<file path="config.mk">
export PLATFORM = sky130hd
export DESIGN_NAME = sync_fifo_param
export DESIGN_NICKNAME = d
export VERILOG_FILES = /design/src/rtl/sync_fifo_param.sv
export SDC_FILE = /design/constraint.sdc
export NUM_CORES = 1
export LEC_CHECK = 0
export ABC_AREA = 1
export CORE_AREA = 2 2 72 109
export DETAILED_ROUTE_END_ITERATION = 6
export DIE_AREA = 0 0 74 111
export PLACE_DENSITY = 0.75
export REMOVE_ABC_BUFFERS = 1
export SYNTH_ARGS = -nofsm -noshare
export SYNTH_HDL_FRONTEND = slang
export SYNTH_SLANG_ARGS = --single-unit
</file>
<file path="constraint.sdc">
create_clock -name clk -period 2.4 [get_ports clk]
set_input_delay 0.72 -clock clk [delete_from_list [all_inputs] [get_ports clk]]
set_output_delay 0.72 -clock clk [all_outputs]
set_load 0.01 [all_outputs]
</file>
<file path="src/rtl/sync_fifo_param.sv">
// Parametrised single-clock FIFO with push/pop strobes, occupancy status and error pulses.
// Optional almost_full/almost_empty outputs are enabled by defining SYNC_FIFO_ALMOST_EN.
module sync_fifo_param #(
    parameter  int DATA_W   = 8,
    parameter  int DEPTH    = 8,
    parameter  int AF_LEVEL = DEPTH - 1,
    parameter  int AE_LEVEL = 1,
    localparam int ADDR_W   = $clog2(DEPTH)
) (
    input  logic              clk,
    input  logic              rst_n,
    input  logic              push,
    input  logic [DATA_W-1:0] wr_data,
    input  logic              pop,
    output logic [DATA_W-1:0] rd_data,
    output logic              rd_valid,
    output logic              full,
    output logic              empty,
    output logic [ADDR_W:0]   count,
    output logic              overflow,
    output logic              underflow
`ifdef SYNC_FIFO_ALMOST_EN
    ,
    output logic              almost_full,
    output logic              almost_empty
`endif
);

    localparam logic [ADDR_W:0] PTR_ONE = {{ADDR_W{1'b0}}, 1'b1};

    if (DEPTH < 2 || (DEPTH & (DEPTH - 1)) != 0 || AF_LEVEL > DEPTH || AE_LEVEL > DEPTH
        || AF_LEVEL < 0 || AE_LEVEL < 0) begin : g_bad_param
        $error("sync_fifo_param: DEPTH must be a power of 2 >= 2, levels within 0..DEPTH");
    end

    logic [DATA_W-1:0] r_mem [DEPTH];
    logic [ADDR_W:0]   r_wr_ptr;
    logic [ADDR_W:0]   r_rd_ptr;
    logic [ADDR_W:0]   r_count;
    logic              r_full;
    logic              r_empty;
    logic [DATA_W-1:0] r_rd_data;
    logic              r_rd_valid;
    logic              r_overflow;
    logic              r_underflow;

    logic              w_pop_ok;
    logic              w_push_ok;
    logic [ADDR_W:0]   w_wr_nxt;
    logic [ADDR_W:0]   w_rd_nxt;
    logic [ADDR_W:0]   w_count_nxt;
    logic              w_full_nxt;
    logic              w_empty_nxt;

    // A pop frees a slot in the same cycle, so a full FIFO still accepts push+pop.
    always_comb begin
        w_pop_ok    = pop & ~r_empty;
        w_push_ok   = push & (~r_full | w_pop_ok);
        w_wr_nxt    = r_wr_ptr;
        w_rd_nxt    = r_rd_ptr;
        w_count_nxt = r_count;
        if (w_push_ok) w_wr_nxt = r_wr_ptr + PTR_ONE;
        if (w_pop_ok)  w_rd_nxt = r_rd_ptr + PTR_ONE;
        case ({w_push_ok, w_pop_ok})
            2'b10:   w_count_nxt = r_count + PTR_ONE;
            2'b01:   w_count_nxt = r_count - PTR_ONE;
            default: w_count_nxt = r_count;
        endcase
        w_empty_nxt = (w_wr_nxt == w_rd_nxt);
        w_full_nxt  = (w_wr_nxt[ADDR_W-1:0] == w_rd_nxt[ADDR_W-1:0])
                    & (w_wr_nxt[ADDR_W] != w_rd_nxt[ADDR_W]);
    end

    // Storage has no reset; pointer reset alone discards its contents.
    always_ff @(posedge clk) begin
        if (w_push_ok) r_mem[r_wr_ptr[ADDR_W-1:0]] <= wr_data;
    end

    always_ff @(posedge clk or negedge rst_n) begin
        if (!rst_n) begin
            r_wr_ptr    <= '0;
            r_rd_ptr    <= '0;
            r_count     <= '0;
            r_full      <= 1'b0;
            r_empty     <= 1'b1;
            r_rd_data   <= '0;
            r_rd_valid  <= 1'b0;
            r_overflow  <= 1'b0;
            r_underflow <= 1'b0;
        end else begin
            r_wr_ptr    <= w_wr_nxt;
            r_rd_ptr    <= w_rd_nxt;
            r_count     <= w_count_nxt;
            r_full      <= w_full_nxt;
            r_empty     <= w_empty_nxt;
            r_rd_valid  <= w_pop_ok;
            r_overflow  <= push & ~w_push_ok;
            r_underflow <= pop & ~w_pop_ok;
            if (w_pop_ok) r_rd_data <= r_mem[r_rd_ptr[ADDR_W-1:0]];
        end
    end

`ifdef SYNC_FIFO_ALMOST_EN
    localparam logic [ADDR_W:0] AF_LVL = AF_LEVEL[ADDR_W:0];
    localparam logic [ADDR_W:0] AE_LVL = AE_LEVEL[ADDR_W:0];

    logic r_almost_full;
    logic r_almost_empty;

    always_ff @(posedge clk or negedge rst_n) begin
        if (!rst_n) begin
            r_almost_full  <= 1'b0;
            r_almost_empty <= 1'b1;
        end else begin
            r_almost_full  <= (w_count_nxt >= AF_LVL);
            r_almost_empty <= (w_count_nxt <= AE_LVL);
        end
    end

    assign almost_full  = r_almost_full;
    assign almost_empty = r_almost_empty;
`endif

    assign rd_data   = r_rd_data;
    assign rd_valid  = r_rd_valid;
    assign full      = r_full;
    assign empty     = r_empty;
    assign count     = r_count;
    assign overflow  = r_overflow;
    assign underflow = r_underflow;

endmodule
</file>
Word level (Yosys, flattened, before mapping) --
Memories as Yosys holds them, arrays and structs flattened. A register that Yosys moved wholly into a read port is not among the register bits. Index checks and enable logic that the tools add are counted.
Word-level totals: bits in registers 17, bits in writable memories 64, bits of input ports 12, output and inout bits 17, logic and storage cells 35, memories 1
Memory list:
- r_mem | words 8, bits a word 8, read ports 1, clocked after memory_dff 1, write ports 1, RTL line 36 | logic [DATA_W-1:0] r_mem [DEPTH];
Operators by class: add/subtract/negate cells 4, equality and inequality tests 5, multiplexer cells 5, bitwise logic cells 10, reductions and logical operators 2
Operator list (number):
- adder 4 x 1 -> 4 bit (second input constant) | 3
- 2-to-1 mux 4 bit | 2
- one-hot mux 4 bit (2 select lines) | 1
- bitwise AND 1 bit | 5
- == test 4 bit | 1
- inverter 1 bit | 4
- subtractor 4 x 1 -> 4 bit (second input constant) | 1
- == test 3 bit | 1
- == test 2 x 1 -> 1 bit (second input constant) | 1
- == test 2 bit (second input constant) | 1
- 2-to-1 mux 1 bit | 2
- nonzero test 2 bit | 1
- logical NOT 1 bit | 1
- inequality test 1 bit | 1
- bitwise OR 1 bit | 1

Logic depth before layout (Yosys ltp) --
Gate-level depths: netlist (run 1).
depth in word-level cells 7, depth in mapped cells 13, gate-level depth less buffers 13

Worst setup path before layout (run 1) --
OpenSTA, ideal clock, no wires.
kind in2reg, start point input port pop, end point register r_count[2] (netlist: count[2]), setup time 77 ps, data arrival time 2039 ps, required time 2323 ps, path slack 283 ps, stages 10, buffers on the path 1, path through inv_1 > nor2_2 > buf_6 > ha_1 > nor2_1 > nor2_1 > ha_1 > a21oi_1 > or2_2 > a21oi_1
On the way: cells in the longest elaborated chain, start to end 5, elaborated cells between the ends (all ways) 7, those cells by class eq/ne: 2; mux: 1; bitwise: 3; reduce/logical: 1
Ends and longest elaborated chain:
- start: declaration | RTL line 14 | input logic pop,
- bitwise AND 1 bit (*) | RTL line 57 | w_pop_ok = pop & ~r_empty;
- via w_pop_ok | RTL line 47 | logic w_pop_ok;
- bitwise OR 1 bit | RTL line 58 | w_push_ok = push & (~r_full | w_pop_ok);
- bitwise AND 1 bit | RTL line 58
- == test 2 x 1 -> 1 bit / == test 2 bit (equally long branches) | RTL line 64 | case ({w_push_ok, w_pop_ok})
- one-hot mux 4 bit (2 select lines) / nonzero test 2 bit (equally long branches)
- end signal: assignment | RTL line 93 | r_count <= w_count_nxt;
- end: declaration | RTL line 39 | logic [ADDR_W:0] r_count;
Mark *: on every way through the listed nets, which the timed path passes. The rest lies on a longest branch. A chain may end at the register's enable or synchronous reset.

Worst setup path in the final report (run 1) --
start point input port push, end point register r_count[2] (netlist: count[2])
On the way: cells in the longest elaborated chain, start to end 3, elaborated cells between the ends (all ways) 5, those cells by class eq/ne: 2; mux: 1; bitwise: 1; reduce/logical: 1
Ends and longest elaborated chain:
- start: declaration | RTL line 12 | input logic push,
- bitwise AND 1 bit (*) | RTL line 58
- == test 2 x 1 -> 1 bit / == test 2 bit (equally long branches) | RTL line 64
- one-hot mux 4 bit (2 select lines) / nonzero test 2 bit (equally long branches)
Every way passes the cells marked *; elsewhere a longest branch is shown, timed or not.

==> run_results.csv, run 1 <==
group,metric,value,unit
timing,finalHoldViolCount,0,
floorplan,initial_core_util,0.521,
timing,final-setup-viol-count,0,
cells_and_area,utilization,0.628,
run_status,status,"finished, final reports clean",
setup_path,cp-end-kind,"flop",
synth,synth_common_cells,"nand2_1, edfxtp_1, nor2_1",
timing,skew,0.00933,ns
synth,synth_cell_types,28,
setup_path,critPathRequiredTime,2.66,ns
cells_and_area,antenna_cells,0,
power_and_ir_drop,powerDensity,1190,nW/µm²
timing,rsz0062_at_grt,"false",
grt,grt_use_total,0.225,
floorplan,fp.dieArea,8210,µm²
synth,synth_area,3840,µm²
synth,async_reset_ff_frac,0.281,
routing,routedWlPerCell,16.3,µm
routing,via_per_inst,5.32,
routing,drtAntennaViolNets,0,
routing,via_count,2709,
clocking,clkSinkCount,89,
power_and_ir_drop,ir_drop,0.000690,V
floorplan,rows,39,
setup_path,critical_path_arrival,2.51,ns
setup_path,worstRegToRegCells,11,
timing,worst_slack,0.152,ns
timing,timing.slew.headroom,0.519,
grt,grt_max_degree,36,
hold_path,min_path_type,"reg -> reg",
setup_path,path_class,"in -> reg",
synth,synth_top_area_cell,"edfxtp_1",
floorplan,core-area,7370,µm²
floorplan,ioPinCount,29,
cells_and_area,multiInputGateArea,1100,µm²
clocking,htree_num_levels,3,
synth,ys_seq_area_frac,0.664,
cells_and_area,drive_above_1_share,0.143,
cells_and_area,area_growth,20.7,%
cells_and_area,final_nets,419,
routing,drt_iter0_markers,258,
synth,avgSynthCellArea,11.1,µm²
grt,grt_pass1_vias,2825,
setup_path,rr_startpoint,"empty",
grt,grt_pass1_wl,13600,µm
setup_path,cp_max_fo,3,
timing,holdWs,0.481,ns
synth,synth_most_common_cell,"nand2_1",
cells_and_area,seqCellArea,2550,µm²
timing,fin_crit,2.25,ns
run,maxCapViolations,0,
placement,dpl_worst_slack,-0.311,ns
synth,syn_inst,347,
floorplan,die_h,111,µm
setup_path,r2r_slack,0.43,ns
clocking,root_buffer,"clkbuf_16",
timing,min_period_over_period,0.937,
power_and_ir_drop,p_leak,1.89,nW
timing,tightest_slew,0.719,ns
setup_path,r2r-end,"count[2]",
placement,hpwl,5680,µm
placement,numPortBuffers,28,
clocking,cts_tree,"done",
timing,fmax,445,MHz
synth,synth-edff-count,64,
setup_path,start_kind,"input port",
cells_and_area,fillers,577,
setup_path,endpoint,"count[2]",
clocking,insertion_delay,0.34,ns
power_and_ir_drop,total_power,5.53,mW
synth,yosys.area.top_type_share,0.501,
placement,gp_congestion,0.868,
routing,drc,0,
synth,ys.flop_type,"edfxtp_1",
grt,grt-ovfl-total,0,
clocking,numCtsBuffers,9,
clocking,clk_pin_slew,0.06,ns
clocking,cts_max_path_buffers,2,
grt,grt_antenna_before_repair,0,
setup_path,startpoint,"push",
routing,drt_pass1_iterations,5,
synth,ys_seq_elements,89,
routing,routed_wl,8270,µm
synth,synthTopCellsByArea,"edfxtp_1, dfrtp_1, nand2_1, nor2_1, nand3_1",
synth,ys_warn_count,0,
timing,drv_slew,0,
floorplan,die_x,74,µm
==> state kept, by name (all words and copies together), names as in the netlist <==
name,cells
r_mem,64
rd_data,8
count,4
r_rd_ptr,4
r_wr_ptr,4
empty,1
full,1
overflow,1
rd_valid,1
underflow,1
==> per-layer routing <==
layer,wire length (µm),part of all wire,GRT usage,vias up
met5,0,0,0,-
met4,111,0.013,0.0982,0
met3,409,0.049,0.0564,9
met2,4600,0.56,0.380,78
met1,3150,0.38,0.265,1336
li1,-,-,-,1286
==> metrics by stage <==
stage | std cells | TNS [ns] | cell area [µm²]
final | 509 | 0 | 4630
after floorplan | 336 | 0 | 3760
after detailed placement | 493 | -2.21 | 4370
after global placement | 493 | -1.37 | 4370
after global routing | 509 | 0 | 4630
after CTS | 509 | 0 | 4630
==> layout make-up <==
cell class,count,share of cell area
clock buffer,11,0.0503
tap,102,0.0276
multi-input combinational,218,0.237
sequential,89,0.551
clock inverter,5,0.00486
inverter,29,0.0246
timing repair buffer,55,0.105
==> critical path: stages <==
cell and delay, ns:
clkdlybuf4s50_1 0.60, nand2_8 0.07, ha_1 0.22, nand2_1 0.07
inv_1 0.05, nor2_1 0.12, ha_1 0.17, a21oi_1 0.05
or2_2 0.29, a21oi_1 0.14
==> report_power, final <==
part	total [mW]	internal [mW]	switching [mW]	leakage (nW)
logic	2.09	0.832	1.26	0.887
registers	2.22	1.99	0.222	0.885
clock network	1.22	0.687	0.537	0.120
==> how the worst min path moves through the flow <==
stage	startpoint	to	slack [ns]	depth (start not counted)
6_report	rd_data[7]	rd_data[7]	0.48	2
5_1_grt	rd_data[0]	rd_data[0]	0.51	2
4_1_cts	rd_data[7]	rd_data[7]	0.48	2
3_5_place_dp	rd_data[7]	rd_data[7]	0.47	2
3_3_place_gp	rd_data[7]	rd_data[7]	0.47	2
2_1_floorplan	rst_n	count[0]	0.42	0
==> placed cells by master, fill, tap and decap left out, drive strengths merged <==
| cell | instances |
|---|---|
| nand2 | 97 |
| edfxtp | 64 |
| nor2 | 39 |
| nand3 | 30 |
| inv | 28 |
| clkdlybuf4s50 | 27 |
| buf | 27 |
| dfrtp | 24 |
| o21ai | 20 |
| nand4 | 11 |
| clkbuf | 11 |
| o211ai | 8 |
| a21oi | 5 |
| ha | 5 |
| clkinv | 5 |
| xnor2 | 2 |
| or2 | 1 |
| clkinvlp | 1 |
| dfstp | 1 |
| dlymetal6s2s | 1 |
==> cells by family (layout without fill, tap and decap cells) <==
group | Yosys count | in the layout | synth area share
compound gates | 33 | 33 | 0.0483
xor+xnor | 2 | 2 | 0.00457
fa+ha+maj | 5 | 5 | 0.0163
buf+inv | 40 | 100 | 0.0492
flops | 89 | 89 | 0.664
simple gates | 178 | 178 | 0.217
==> repair_timing <==
item / in CTS / in global routing
hold buffers: 0 / 0
setup buffers: 0 / 0
resized for setup: 0 / 2
endpoints found under the setup margin: 0 / 2
No activity file was read; power rests on OpenSTA's default activity.
==> inputs of run 2 (changes only) <==
- REMOVE_ABC_BUFFERS: 1 -> default
==> run_results.csv, run 2 (synthesis results as in run 1) <==
group,metric,value,unit
setup_path,cp_max_fo,3,
cells_and_area,layout_commonest_cell,"nand2_1",
routing,wl_met2,4190,µm
setup_path,critPathRequiredTime,2.66,ns
power_and_ir_drop,p_leak,1.92,nW
hold_path,min_path_type,"reg -> reg",
routing,wl_met1,2950,µm
timing,tns,0,ns
routing,drt_iter0_markers,173,
clocking,cts_tree,"done",
floorplan,die_x,74,µm
timing,timing.slew.headroom,0.582,
routing,drc,0,
routing,highest_layer,"met4",
timing,final-setup-viol-count,0,
cells_and_area,antenna_cells,0,
cells_and_area,area_growth,21.8,%
power_and_ir_drop,ir_drop,0.000659,V
routing,routedWlPerCell,15.4,µm
setup_path,path_class,"in -> reg",
timing,fin_crit,2.21,ns
run,maxCapViolations,0,
clocking,root_buffer,"clkbuf_16",
timing,skew,0.00522,ns
clocking,clk_pin_slew,0.06,ns
clocking,ctsHoldBuffers,0,
floorplan,core-area,7370,µm²
routing,dr_wl_met3,367,µm
cells_and_area,final_cell_mix,"nand2_1, edfxtp_1, nor2_1",
cells_and_area,largest_reg_flops,64,
run_status,status,"finished, final reports clean",
setup_path,cp-end-kind,"flop",
routing,via_count,2657,
grt,grt_antenna_before_repair,0,
setup_path,start_kind,"input port",
cells_and_area,fillers,543,
power_and_ir_drop,powerDensity,1200,nW/µm²
placement,place_inst,492,
cells_and_area,fin_cells,508,
routing,drt_pass1_iterations,4,
setup_path,r2r_slack,0.44,ns
timing,rsz0062_at_grt,"false",
synth,syn-num-nets,364,
timing,finalHoldViolCount,0,
timing,worst_slack,0.190,ns
floorplan,ioPinCount,29,
grt,grt_pass1_vias,2616,
placement,dpl_worst_slack,-0.326,ns
routing,drtAntennaViolNets,0,
grt,grt_use_total,0.213,
placement,gp_congestion,0.783,
clocking,cts_setup_buffers,0,
clocking,insertion_delay,0.34,ns
timing,tightest_slew,0.625,ns
grt,grt-ovfl-total,0,
grt,grt_pass1_wl,12600,µm
cells_and_area,stdcell_area,4670,µm²
cells_and_area,drive_above_1_share,0.158,
routing,via_per_inst,5.23,
clocking,clkSinkCount,89,
floorplan,initial_core_util,0.521,
setup_path,critical_path_arrival,2.47,ns
timing,min_period_over_period,0.921,
floorplan,die_h,111,µm
floorplan,rows,39,
placement,hpwl,5470,µm
clocking,numCtsBuffers,9,
cells_and_area,utilization,0.634,
routing,routed_wl,7830,µm
timing,drv_slew,0,
clocking,htree_num_levels,3,
cells_and_area,final_nets,418,
grt,grt_max_degree,38,
floorplan,fp.dieArea,8210,µm²
placement,placed_area,4380,µm²
timing,fmax,452,MHz
placement,numPortBuffers,28,
clocking,cts_max_path_buffers,2,
[run 2: changes by cell type in the layout (fill, tap and decap cells not counted)]
cell	delta
nor2_2	+1
o21ai_1	-1
clkbuf_16	+1
o21ai_0	+1
clkinv_2	+4
buf_4	-2
inv_4	+1
nor2_1	-1
clkinv_1	-4
clkbuf_1	-2
clkinvlp_4	-1
buf_12	+1
clkbuf_8	+1
[run 2: power by group]
group	switching (mW)	internal [mW]
Combinational	1.25	0.829
Clock	0.548	0.785
Sequential	0.223	1.99
[run 2: worst paths after layout]
check                                start         end  cells after the start
worst min-delay path            rd_data[6]  rd_data[6]                      2
worst max-delay path                  push    count[2]                     10
max in group asynchronous            rst_n       empty                      2
min in group asynchronous            rst_n    count[0]                      2
worst min register to register  rd_data[6]  rd_data[6]                      2
worst max register to register       empty    count[2]                     11
[run 2: cell type report]
type | count | area [µm²] | area share
clock buffer | 11 | 264 | 0.0565
timing repair buffer | 54 | 490 | 0.105
sequential | 89 | 2550 | 0.546
clock inverter | 5 | 26.3 | 0.00562
tap | 102 | 128 | 0.0273
inverter | 29 | 114 | 0.0244
multi-input combinational | 218 | 1100 | 0.236
[run 2: worst max-delay path, cell delays in order]
cell and delay (ns):
clkdlybuf4s50_1 0.59, nand2_8 0.06, ha_1 0.21, nand2_1 0.06, inv_1 0.05, nor2_2 0.12
ha_1 0.16, a21oi_1 0.05, or2_2 0.29, a21oi_1 0.15
[run 2: through the flow]
| step | power (mW) | hold WS (ns) |
|---|---|---|
| after global routing | 6.00 | 0.503 |
| after CTS | 5.66 | 0.488 |
| after detailed placement | 4.31 | 0.469 |
| final | 5.62 | 0.481 |
| after global placement | 4.25 | 0.465 |
| after floorplan | 3.54 | 0.424 |
[run 2: what timing repair did]
item | CTS | global route
endpoints found under the hold margin | 0 | 0
setup endpoints to repair | 0 | 2
resized for setup | 0 | 2
[run 2: layer usage]
metal  global-route usage  vias up
met3               0.0545       25
met4                0.124        0
li1                     -     1288
met1                0.250     1266
met5                    0        -
met2                0.343       78
==> inputs of run 3 (changes only) <==
- GPL_TIMING_DRIVEN: default -> 0
==> run_results.csv, run 3 (synthesis results as in run 1) <==
group,metric,value,unit
clocking,cts_max_path_buffers,2,
grt,grt_antenna_before_repair,0,
cells_and_area,largest_reg_flops,64,
placement,gp_congestion,0.805,
routing,drc,0,
routing,routed_wl,7930,µm
setup_path,start_kind,"input port",
clocking,cts_tree,"done",
cells_and_area,fillers,594,
grt,grt_use_met2,0.355,
hold_path,min_path_type,"reg -> reg",
cells_and_area,final_nets,403,
setup_path,slowest_delay,0.30,ns
placement,dpl_worst_slack,-0.553,ns
grt,grt_pass1_wl,12300,µm
setup_path,critPathSlowestCell,"or2_2",
power_and_ir_drop,total_power,5.47,mW
cells_and_area,final_cell_mix,"nand2_1, edfxtp_1, nor2_1",
floorplan,die_x,74,µm
timing,tightest_slew,1.17,ns
timing,finalHoldViolCount,0,
routing,drt_iter0_markers,157,
power_and_ir_drop,powerDensity,1220,nW/µm²
routing,via_count,2559,
synth,syn-num-nets,364,
routing,drt_pass1_iterations,5,
setup_path,critPathRequiredTime,2.66,ns
routing,via_per_inst,5.19,
grt,grt_use_total,0.209,
floorplan,initial_core_util,0.521,
grt,grt_max_degree,26,
cells_and_area,fin_cells,493,
run,maxCapViolations,0,
floorplan,core-area,7370,µm²
floorplan,ioPinCount,29,
timing,skew,0.00773,ns
placement,place_inst,477,
placement,hpwl,5410,µm
clocking,htree_num_levels,3,
setup_path,cp_cell_sequence,"clkdlybuf4s15_1 > inv_1 > nor2_2 > buf_6 > ha_1 > nor2_1 > nor2_2 > ha_1 > a21oi_1 > or2_2 > a21oi_1",
cells_and_area,utilization,0.611,
setup_path,path_delay_family,"simple AND/OR/NAND/NOR gates",
grt,grt-ovfl-total,0,
timing,worst_slack,0.126,ns
cells_and_area,layout_commonest_cell,"nand2_1",
run_status,status,"finished, final reports clean",
routing,drtAntennaViolNets,0,
floorplan,rows,39,
cells_and_area,antenna_cells,0,
placement,numPortBuffers,28,
power_and_ir_drop,p_leak,1.80,nW
clocking,numCtsBuffers,9,
power_and_ir_drop,ir_drop,0.000619,V
setup_path,cp_max_fo,12,
clocking,clk_pin_slew,0.06,ns
timing,min_period_over_period,0.947,
cells_and_area,drive_above_1_share,0.107,
grt,busiest_layer,"met2",
setup_path,cp-end-kind,"flop",
grt,met3_usage,0.0482,
setup_path,path_class,"in -> reg",
floorplan,fp.dieArea,8210,µm²
setup_path,path_buf_inv,3,
timing,final-setup-viol-count,0,
clocking,root_buffer,"clkbuf_16",
timing,fin_crit,2.27,ns
cells_and_area,area_growth,17.3,%
setup_path,critical_path_arrival,2.54,ns
timing,drv_slew,0,
timing,timing.slew.headroom,0.216,
routing,routedWlPerCell,16.1,µm
clocking,insertion_delay,0.34,ns
grt,grt_pass1_vias,2475,
timing,fmax,440,MHz
grt,grt_use_met1,0.240,
clocking,clkSinkCount,89,
setup_path,r2r_slack,0.31,ns
floorplan,die_h,111,µm
run 3: path summary, 6_finish.rpt:
path	startpoint	endpoint	depth (start not counted)
setup / recovery	pop	count[2]	11
hold / removal	rd_data[1]	rd_data[1]	2
setup reg to reg	empty	count[2]	11
hold reg to reg	rd_data[1]	rd_data[1]	2
max in group asynchronous	rst_n	rd_data[6]	1
min in group asynchronous	rst_n	r_rd_ptr[2]	1
run 3: layout make-up:
class	instances	area, µm²	area share
repair buffers	28	279	0.0620
clock inverters	6	26.3	0.00584
flip-flops and latches	89	2550	0.566
inverters	29	114	0.0253
plain buffers	11	75.1	0.0167
clock buffers	10	229	0.0509
multi-input cells	218	1100	0.245
well taps	102	128	0.0284
run 3: tightest hold or removal path, cell delays in order (launching register included):
cell	delay (ns)
dfrtp_1	0.34
nand2_1	0.05
nand2_1	0.05
run 3: layer usage:
layer	up-vias	wire (µm)
li1	1256	-
met1	1230	3050
met2	61	4390
met3	12	348
met4	0	145
met5	-	0
run 3: through the flow:
stage / hold WS (ns) / TNS (ns) / instance area (µm²)
after CTS: 0.490 / 0 / 4500
final: 0.481 / 0 / 4500
after global placement: 0.466 / -17.71 / 4240
after global routing: 0.507 / -0.000421 / 4500
after detailed placement: 0.470 / -20.85 / 4240
after floorplan: 0.424 / 0 / 3840
run 3: report_power, final:
part           internal, mW  total (mW)  switching, mW
registers              2.00        2.18          0.187
clock network         0.684        1.22          0.532
logic                 0.784        2.07           1.29
total                  3.47        5.47           2.01
run 3: timing repair:
item | CTS | global route
pin swaps | 0 | 0
setup endpoints to repair | 34 | 1
hold buffers | 0 | 0
buffers inserted | 0 | 0
gates resized for setup | 2 | 2
